`config.mk`:
```
export PLATFORM = sky130hd
export DESIGN_NAME = float_scale_sched
export DESIGN_NICKNAME = d
export VERILOG_FILES = /design/src/rtl/float_scale_sched.sv
export SDC_FILE = /design/constraint.sdc
export NUM_CORES = 1
export LEC_CHECK = 0
export CAP_MARGIN = 20
export CORE_UTILIZATION = 49
export DETAILED_ROUTE_END_ITERATION = 12
export PLACE_DENSITY_LB_ADDON = 0.05
export SYNTH_ARGS = -nofsm -noshare
export SYNTH_HDL_FRONTEND = slang
export SYNTH_SLANG_ARGS = --single-unit
export TNS_END_PERCENT = 5
```
`constraint.sdc`:
```
create_clock -name clk_in -period 8.9 [get_ports clk_in]
set_input_delay 1.335 -clock clk_in [delete_from_list [all_inputs] [get_ports clk_in]]
set_output_delay 1.335 -clock clk_in [all_outputs]
set_load 0.1 [all_outputs]
```
`src/rtl/float_scale_sched.sv`:
```
// float_scale_sched: round-robin shared power-of-two scaler (float * 2^shift, optional negate).
// Define FLOAT_SCALE_SAT_EN for saturating exponent with {overflow, underflow} flags.
module float_scale_sched #(
   parameter int SIZE     = 32,
   parameter int NUM_REQ  = 4,
   parameter int SHIFT_W  = 8,
   parameter int MAX_STEP = 16
) (
   input  logic                       clk_in,
   input  logic                       rst_n_in,
   input  logic [NUM_REQ-1:0]         req_valid_in,
   output logic [NUM_REQ-1:0]         req_ready_out,
   input  logic [NUM_REQ*SIZE-1:0]    req_float_in,
   input  logic [NUM_REQ*SHIFT_W-1:0] req_shift_in,
   input  logic [NUM_REQ-1:0]         req_negate_in,
   output logic                       res_valid_out,
   input  logic                       res_ready_in,
   output logic [SIZE-1:0]            res_float_out,
   output logic [$clog2(NUM_REQ)-1:0] res_id_out,
   output logic [1:0]                 res_flags_out
);
   localparam int EXP_W  = (SIZE == 64) ? 11 : 8;
   localparam int MANT_W = SIZE - 1 - EXP_W;
   localparam int ID_W   = $clog2(NUM_REQ);
   localparam int XW     = EXP_W + 2;
   localparam int RW     = SHIFT_W + 1;
`ifdef FLOAT_SCALE_SAT_EN
   localparam logic signed [XW-1:0] EXP_ALL1 = {2'b00, {EXP_W{1'b1}}};
   localparam logic signed [XW-1:0] EXP_ZERO = '0;
`endif

   typedef enum logic [1:0] {ST_IDLE = 2'd0, ST_SCALE = 2'd1, ST_DONE = 2'd2} state_t;

   state_t                 r_state, w_state_nxt;
   logic [ID_W-1:0]        r_rr, r_id, w_grant;
   logic                   r_sign, r_neg, r_special;
   logic signed [XW-1:0]   r_exp, w_exp_sum;
   logic [MANT_W-1:0]      r_mant;
   logic signed [RW-1:0]   r_rem, w_step, w_rem_nxt;
   logic                   w_found, w_sat_hi, w_sat_lo, w_scale_end;
   logic [NUM_REQ-1:0]     w_ready;
   logic [SIZE-1:0]        w_sel_float, w_res_float, r_res_float;
   logic [SHIFT_W-1:0]     w_sel_shift;
   logic [EXP_W-1:0]       w_sel_exp;
   logic                   r_res_valid;
   logic [ID_W-1:0]        r_res_id;

   assign w_sel_float   = req_float_in[int'(w_grant)*SIZE +: SIZE];
   assign w_sel_shift   = req_shift_in[int'(w_grant)*SHIFT_W +: SHIFT_W];
   assign w_sel_exp     = w_sel_float[SIZE-2 -: EXP_W];
   assign req_ready_out = w_ready;
   assign res_valid_out = r_res_valid;
   assign res_float_out = r_res_float;
   assign res_id_out    = r_res_id;

   // Round-robin pick: first valid requester at or after the pointer wins
   always_comb begin
      w_grant = '0;
      for (int k = NUM_REQ - 1; k >= 0; k--) begin
         w_grant = req_valid_in[(int'(r_rr) + k) % NUM_REQ] ? ID_W'((int'(r_rr) + k) % NUM_REQ) : w_grant;
      end
      w_found = |req_valid_in;
      w_ready = '0;
      w_ready[w_grant] = (r_state == ST_IDLE) && w_found && rst_n_in;
   end

   // One bounded exponent step per SCALE cycle and the resulting float
   always_comb begin
      w_step = r_rem;
      if (int'(r_rem) > MAX_STEP) begin
         w_step = RW'(MAX_STEP);
      end else if (int'(r_rem) < -MAX_STEP) begin
         w_step = RW'(-MAX_STEP);
      end else begin
         w_step = r_rem;
      end
      w_rem_nxt = r_rem - w_step;
      w_exp_sum = XW'(int'(r_exp) + int'(w_step));
`ifdef FLOAT_SCALE_SAT_EN
      w_sat_hi = ~r_special & (w_exp_sum >= EXP_ALL1);
      w_sat_lo = ~r_special & (w_exp_sum <= EXP_ZERO);
`else
      w_sat_hi = 1'b0;
      w_sat_lo = 1'b0;
`endif
      w_scale_end = r_special | (w_rem_nxt == '0) | w_sat_hi | w_sat_lo;
      if (r_special) begin
         w_res_float = {r_sign ^ r_neg, r_exp[EXP_W-1:0], r_mant};
      end else if (w_sat_hi) begin
         w_res_float = {r_sign ^ r_neg, {EXP_W{1'b1}}, {MANT_W{1'b0}}};
      end else if (w_sat_lo) begin
         w_res_float = {r_sign ^ r_neg, {EXP_W{1'b0}}, {MANT_W{1'b0}}};
      end else begin
         w_res_float = {r_sign ^ r_neg, w_exp_sum[EXP_W-1:0], r_mant};
      end
   end

   // Next-state decode
   always_comb begin
      w_state_nxt = r_state;
      case (r_state)
         ST_IDLE:  w_state_nxt = w_found ? ST_SCALE : ST_IDLE;
         ST_SCALE: w_state_nxt = w_scale_end ? ST_DONE : ST_SCALE;
         ST_DONE:  w_state_nxt = res_ready_in ? ST_IDLE : ST_DONE;
         default:  w_state_nxt = ST_IDLE;
      endcase
   end

   // State register
   always_ff @(posedge clk_in or negedge rst_n_in) begin
      if (!rst_n_in) begin
         r_state <= ST_IDLE;
      end else begin
         r_state <= w_state_nxt;
      end
   end

   // Operand capture on accept, exponent/remaining-shift update while scaling
   always_ff @(posedge clk_in or negedge rst_n_in) begin
      if (!rst_n_in) begin
         r_rr      <= '0;
         r_id      <= '0;
         r_sign    <= 1'b0;
         r_neg     <= 1'b0;
         r_special <= 1'b0;
         r_exp     <= '0;
         r_mant    <= '0;
         r_rem     <= '0;
      end else begin
         case (r_state)
            ST_IDLE: begin
               if (w_found) begin
                  r_rr      <= ID_W'((int'(w_grant) + 1) % NUM_REQ);
                  r_id      <= w_grant;
                  r_sign    <= w_sel_float[SIZE-1];
                  r_neg     <= req_negate_in[w_grant];
                  r_special <= (w_sel_exp == '0) || (w_sel_exp == {EXP_W{1'b1}});
                  r_exp     <= {2'b00, w_sel_exp};
                  r_mant    <= w_sel_float[MANT_W-1:0];
                  r_rem     <= {w_sel_shift[SHIFT_W-1], w_sel_shift};
               end else begin
                  r_rr <= r_rr;
               end
            end
            ST_SCALE: begin
               r_exp <= {2'b00, w_exp_sum[EXP_W-1:0]};
               r_rem <= w_rem_nxt;
            end
            default: begin
               r_rr <= r_rr;
            end
         endcase
      end
   end

   // Result registers: loaded on the last SCALE cycle, held until consumed
   always_ff @(posedge clk_in or negedge rst_n_in) begin
      if (!rst_n_in) begin
         r_res_valid <= 1'b0;
         r_res_float <= '0;
         r_res_id    <= '0;
      end else if ((r_state == ST_SCALE) && w_scale_end) begin
         r_res_valid <= 1'b1;
         r_res_float <= w_res_float;
         r_res_id    <= r_id;
      end else if ((r_state == ST_DONE) && res_ready_in) begin
         r_res_valid <= 1'b0;
      end else begin
         r_res_valid <= r_res_valid;
      end
   end

`ifdef FLOAT_SCALE_SAT_EN
   logic [1:0] r_res_flags;

   // Saturation flags captured alongside the result
   always_ff @(posedge clk_in or negedge rst_n_in) begin
      if (!rst_n_in) begin
         r_res_flags <= 2'b00;
      end else if ((r_state == ST_SCALE) && w_scale_end) begin
         r_res_flags <= {w_sat_hi, w_sat_lo};
      end else begin
         r_res_flags <= r_res_flags;
      end
   end
   assign res_flags_out = r_res_flags;
`else
   assign res_flags_out = 2'b00;
`endif

endmodule

```
==> results of run 1 <==
==> per-stage QoR <==
stage / hold WS, ps / instance area [µm²] / util / instances / worst slack [ps]
after floorplan: 444 / 5630 / - / 650 / 3970
after global placement: 456 / 7740 / 0.701 / 963 / 2760
after detailed placement: 466 / 7740 / 0.701 / 963 / 2680
after CTS: 480 / 8020 / 0.727 / 979 / 2670
after global routing: 505 / 8100 / 0.735 / 983 / 2490
final: 476 / 8100 / 0.735 / 983 / 2660
==> power by group <==
part | switching (µW) | internal [µW]
clock | 159 | 199
sequential | 157 | 584
combinational | 1450 | 836
total | 1770 | 1620
==> layout make-up <==
| type | count | area (µm²) | share of cell area |
|---|---|---|---|
| multi-input combinational | 505 | 3260 | 0.402 |
| tap | 140 | 175 | 0.0216 |
| timing repair buffer | 218 | 2210 | 0.273 |
| clock buffer | 10 | 239 | 0.0295 |
| clock inverter | 6 | 46.3 | 0.00571 |
| sequential | 84 | 2100 | 0.259 |
| inverter | 20 | 75.1 | 0.00926 |
==> layer usage <==
| layer | GRT usage | wire length (µm) | vias to the layer above |
|---|---|---|---|
| met3 | 0.0532 | 1290 | 32 |
| met4 | 0.112 | 350 | 0 |
| met2 | 0.448 | 7830 | 241 |
| met5 | 0 | 0 | - |
| met1 | 0.346 | 6820 | 2601 |
| li1 | - | - | 2628 |
==> logic make-up after synthesis <==
family | synth area share
AOI/OAI and AO/OA | 0.146
xor gates and xnor gates | 0.0187
adders and majority gates | 0.0560
buffers and inverters | 0.0496
DFF | 0.374
muxes | 0.149
other | 0.000667
and+or+nand+nor | 0.207
==> worst max-delay path, cell delays in order <==
cell and delay (ps):
clkdlybuf4s50_1 560, and3b_1 210, o21a_1 200, nor2_4 570
inv_2 550, ha_1 350, and3_1 160, clkdlybuf4s50_1 960
==> worst min path at each step <==
stage / start / endpoint / depth (start not counted)
floorplan: r_id[0] / r_id[0] / 2
global placement: r_mant[2] / r_mant[2] / 2
detailed placement: r_mant[3] / r_mant[3] / 2
CTS: r_mant[3] / r_mant[3] / 2
global route: r_mant[1] / r_mant[1] / 2
finish: r_mant[3] / r_mant[3] / 2
==> state kept, by name, summed over array words and instances (netlist names) <==
| name | flops |
|---|---|
| res_float_out | 32 |
| r_mant | 23 |
| r_rem | 9 |
| r_exp | 8 |
| r_id | 2 |
| r_rr | 2 |
| r_state | 2 |
| res_id_out | 2 |
| r_neg | 1 |
| r_sign | 1 |
| r_special | 1 |
| res_valid_out | 1 |
==> cells in the mapped netlist, types with 3 or more instances <==
cell type / number / area (µm²)
nor2_1: 17 / 63.8
o21ai_0: 73 / 365
xor2_1: 3 / 26.3
and3_1: 6 / 37.5
or3_1: 5 / 31.3
xnor2_1: 9 / 78.8
mux2_2: 16 / 180
nand2_1: 187 / 702
a221o_1: 8 / 80.1
nand3_1: 29 / 145
a22oi_1: 8 / 60.1
nand4_1: 3 / 18.8
dfrtp_1: 84 / 2100
mux2_4: 18 / 270
buf_1: 4 / 15.0
ha_1: 22 / 275
nor3_1: 6 / 30.0
a21o_1: 5 / 37.5
mux4_2: 7 / 158
o221ai_1: 5 / 43.8
clkbuf_1: 30 / 113
a21oi_1: 12 / 60.1
mux2i_1: 23 / 230
nor4_1: 3 / 18.8
inv_1: 18 / 67.6
==> flow_summary.yaml, run 1 <==
finish:
  insertedDiodeCount: 0
  fillCellCount: 852
  most_common_cell_after_layout_fill_and_taps_aside: "clkdlybuf4s50_1"
  final_cell_mix: "clkdlybuf4s50_1 (208), nand2_1 (187), dfrtp_1 (84), o21ai_0 (73), nand3_1 (29)"
  finish.net_count: 1033
  area.growth.synth_to_final_pct: 44.1
  final_layout_size_suffix_gt1_frac: 0.0902
timing:
  clock-skew-final_ps: 6.32
  timing.final.max_slew_violations: 0
  maxSlewHeadroom: 0.313
  grt_setup_unrepaired: "false"
  min_period_over_period: 0.701
  post_layout_minimum_cycle_time_ps: 6240
  setup_total_negative_slack_ps: 0
  report.final.hold_viol_count: 0
  tightestPinTransition_ps: 1030
  max_clock_freq_mhz: 160
  timing.final.setup_violations: 0
drt:
  detailedRoute.firstIterationViolations: 289
  drt-vias-per-instance: 5.60
  postRouteAntennaNets: 0
  detailedRoute.firstPassIterationCount: 5
  wl_mm: 16.3
  drc_violation_count_after_routing: 0
  wl_per_cell_um: 16.6
  vias: 5502
pwr:
  finalPower_uw: 3390
  powerDensity_nw_per_um2: 418
  power.ir.vdd_worst_v: 0.000323
  p_leak_uw: 0.00365
floorplanning:
  core_area_um2: 11000
  fp.dieH_um: 109
  dieArea_um2: 11900
  dieWidth_um: 109
  num_rows: 38
  initial_utilization: 0.510
  io_pins: 212
critical_path:
  worstSetupEndpointType: "output port"
  cp-endpoint: "req_ready_out[1]"
  reg2reg_from: "r_rem[1]"
  crit_path_start: "req_valid_in[3]"
  critical_path_class: "input port to output port"
  reg2regPathDepth: 13
  r2r_end: "res_id_out[0]"
  timing.critical_path.from_type: "input port"
  critical_path.max_fanout: 55
  critical_path_required_ps: 7570
  worst-r2r-setup-slack_ps: 3650
  worst_ep_arrival_time_ps: 4900
hold_path:
  min_path_type: "register to register"
placement:
  dp_hpwl_mm: 12.0
  gpl_congestion: 0.872
  i_o_buffers: 209
logic_synthesis:
  synth_seq_cells: 84
  per_instance_average_area_after_synthesis_um2: 8.67
  synth_warnings: 0
  netlist_area_um2: 5630
  synth-seq-area-share: 0.374
  yosys_most_used_dff: "dfrtp_1"
  synth_async_sr_flop_share: 1.00
  post_synth_inst_count: 649
  synth-edff-count: 0
  yosys.cell_types.count: 59
global_route:
  grt_start_max_net_pins: 85
  via_count_of_the_first_global_routing_pass: 5164
  grt_pass1_wl_mm: 24.8
  grt_antenna_before_repair: 0
  grtUsageTotal: 0.271
  grt_remaining_overflow: 0
clock_tree:
  clk_latency_ps: 340
  clock-sinks: 84
  root_buffer: "clkbuf_16"
  cts.clk_slew.worst_paths_ps: 60
  post-cts-setup-buffers: 0
  holdBufCountCts: 0
  tritoncts: "done"
  cts_htree_levels: 3
  inserted_clock_buffers: 9
  clock_tree.buffer_depth: 2
  postCtsResizedCells: 0
flow_run:
  drv_cap: 0
status:
  status: "finished, final reports clean"
Power figures use the tool's default switching activity.
==> run 2: changes to the inputs <==
--- a/config.mk
+++ b/config.mk
@@ -6,7 +6,7 @@
 export NUM_CORES = 1
 export LEC_CHECK = 0
 export CAP_MARGIN = 20
-export CORE_UTILIZATION = 49
+export CORE_UTILIZATION = 45
 export DETAILED_ROUTE_END_ITERATION = 12
 export PLACE_DENSITY_LB_ADDON = 0.05
 export SYNTH_ARGS = -nofsm -noshare
==> constraint.sdc (replaced) <==
create_clock -name clk_in -period 5.9 [get_ports clk_in]
set_input_delay 0.885 -clock clk_in [delete_from_list [all_inputs] [get_ports clk_in]]
set_output_delay 0.885 -clock clk_in [all_outputs]
set_load 0.1 [all_outputs]
==> flow_summary.yaml, run 2 (synthesis gave the netlist of run 1 again) <==
pwr:
  power_internal_uw: 2470
  power.ir.vdd_worst_v: 0.000306
  sw_frac: 0.517
  power.sequential.fraction: 0.218
  p_leak_uw: 0.00365
  clkPwrFrac: 0.114
  finalPower_uw: 5120
  power.share.combinational: 0.668
  powerDensity_nw_per_um2: 632
  power.switching_uw: 2650
critical_path:
  critical_path_class: "register to register"
  reg2reg_from: "r_rem[1]"
  worst_path_dominant_cell_family: "compound AO/OA/AOI/OAI gates"
  worstSetupEndpointType: "register"
  worst_ep_arrival_time_ps: 5240
  critical_path_required_ps: 6130
  worstPathCellList: "o41ai_1 -> a21oi_1 -> nor2_1 -> nand2_1 -> ha_1 -> a21o_1 -> o211a_1 -> or3_1 -> a2111o_1 -> or4b_1 -> a21oi_4 -> buf_4 -> mux2_2"
  reg2regPathDepth: 13
  worst_path_max_delay_cell: "or4b_1"
  critical_path.max_fanout: 28
  r2r_end: "res_float_out[31]"
  worst-r2r-setup-slack_ps: 880
  timing.critical_path.from_type: "register"
  critical_path.max_stage_delay_ps: 730
  path_buf_inv: 1
finish:
  final_layout_size_suffix_gt1_frac: 0.0939
  insertedDiodeCount: 0
  max_ffs_per_register: 32
  final_design_area_excluding_fillers_um2: 8100
  area.growth.synth_to_final_pct: 44.0
  final_cell_mix: "clkdlybuf4s50_1 (204), nand2_1 (187), dfrtp_1 (84), o21ai_0 (73), nand3_1 (29)"
  finish.net_count: 1032
  most_common_cell_after_layout_fill_and_taps_aside: "clkdlybuf4s50_1"
  fillCellCount: 1025
hold_path:
  hold_end: "r_mant[0]"
  min_path_type: "register to register"
  worstHoldPathCells: 2
  hold_path_startpoint: "r_mant[0]"
clock_tree:
  clock-sinks: 84
  clock_tree.buffer_depth: 2
  post-cts-setup-buffers: 0
  tritoncts: "done"
  cts_htree_levels: 3
  cts.clk_slew.worst_paths_ps: 60
  clk_latency_ps: 340
  inserted_clock_buffers: 9
  holdBufCountCts: 0
  root_buffer: "clkbuf_16"
  postCtsResizedCells: 0
drt:
  detailedRoute.firstIterationViolations: 309
  drt-vias-per-instance: 5.33
  wl_per_cell_um: 16.1
  wl_mm: 16.3
  vias: 5383
  drc_violation_count_after_routing: 0
  detailedRoute.firstPassIterationCount: 4
  postRouteAntennaNets: 0
global_route:
  grt_start_max_net_pins: 78
  via_count_of_the_first_global_routing_pass: 5111
  grt_antenna_before_repair: 0
  grt_remaining_overflow: 0
  grtUsageTotal: 0.252
  grt_pass1_wl_mm: 25.1
placement:
  gpl_congestion: 0.872
  i_o_buffers: 209
  dp_hpwl_mm: 12.3
  placed_area_um2: 7780
timing:
  setup_total_negative_slack_ps: 0
  clock-skew-final_ps: 8.33
  grt_setup_unrepaired: "false"
  final.hold.worst_slack_ps: 480
  post_layout_minimum_cycle_time_ps: 5020
  maxSlewHeadroom: 0.308
  min_period_over_period: 0.851
  timing.final.setup_violations: 0
  max_clock_freq_mhz: 199
  timing.final.max_slew_violations: 0
  report.final.hold_viol_count: 0
  tightestPinTransition_ps: 1030
floorplanning:
  num_rows: 40
  core_area_um2: 12100
  io_pins: 212
  dieWidth_um: 114
  fp.dieH_um: 114
  initial_utilization: 0.464
  dieArea_um2: 13000
status:
  status: "finished, final reports clean"
flow_run:
  drv_cap: 0
==> run 2: cell types whose count changed in the layout (fill, tap and decap cells not counted), sizes merged <==
cell           before  now
clkbuf             10   11
clkdlybuf4s50     208  204
bufinv              0    1
clkinvlp            2    0
inv                21   20
buf                10   13
==> run 2: worst max-delay path by stage <==
stage,start,endpoint,slack (ps),cells past startpoint
6_report,r_rem[1],res_float_out[31],880,13
5_1_grt,r_rem[1],res_float_out[1],700,14
4_1_cts,r_rem[1],res_float_out[31],930,13
3_5_place_dp,r_rem[1],res_float_out[31],980,13
3_3_place_gp,r_rem[1],res_float_out[1],1020,13
2_1_floorplan,r_rem[1],res_float_out[10],1690,14
==> run 2: worst register-to-register path, cell delays in order, from the launching register on <==
cell,delay [ps]
dfrtp_1,430
o41ai_1,560
a21oi_1,200
nor2_1,220
nand2_1,150
ha_1,330
a21o_1,200
o211a_1,230
or3_1,340
a2111o_1,450
or4b_1,730
a21oi_4,220
buf_4,450
mux2_2,410
==> run 2: layout make-up <==
type / instances / area, µm² / area share
flip-flops and latches: 84 / 2100 / 0.260
clock inverters: 4 / 56.3 / 0.00695
repair buffers: 217 / 2140 / 0.264
inverters: 20 / 75.1 / 0.00927
well taps: 168 / 210 / 0.0260
clock buffers: 11 / 253 / 0.0312
multi-input cells: 505 / 3260 / 0.403
==> run 2: metal layers <==
layer | share of wire | up-vias | GRT usage | wire, µm
li1 | - | 2629 | - | -
met1 | 0.44 | 2524 | 0.327 | 7120
met2 | 0.47 | 210 | 0.418 | 7590
met3 | 0.074 | 20 | 0.0547 | 1210
met4 | 0.021 | 0 | 0.0857 | 335
met5 | 0 | - | 0 | 0
==> run 2: power by group through the flow <==
stage	Combinational [µW]	Sequential [µW]	Clock, µW
2_1_floorplan	1810	1880	0
3_3_place_gp	3360	1110	0
3_5_place_dp	3420	1120	0
4_1_cts	3430	1120	593
5_1_grt	3700	1150	619
6_report	3420	1120	586
==> run 2: through the flow <==
step,setup slack [ps],utilization,std cells
floorplan,1690,-,650
global placement,1020,0.642,993
detailed placement,976,0.642,993
CTS,926,0.668,1008
global route,698,0.669,1009
finish,882,0.669,1009
==> run 3: changes to the inputs <==
--- a/config.mk
+++ b/config.mk
@@ -7,6 +7,7 @@
 export LEC_CHECK = 0
 export CAP_MARGIN = 20
 export CORE_UTILIZATION = 45
+export CTS_CLUSTER_SIZE = 8
 export DETAILED_ROUTE_END_ITERATION = 12
 export PLACE_DENSITY_LB_ADDON = 0.05
 export SYNTH_ARGS = -nofsm -noshare
==> results of run 3 <==
Same layout as run 2: the final DEF is identical, and so are final timing and power.
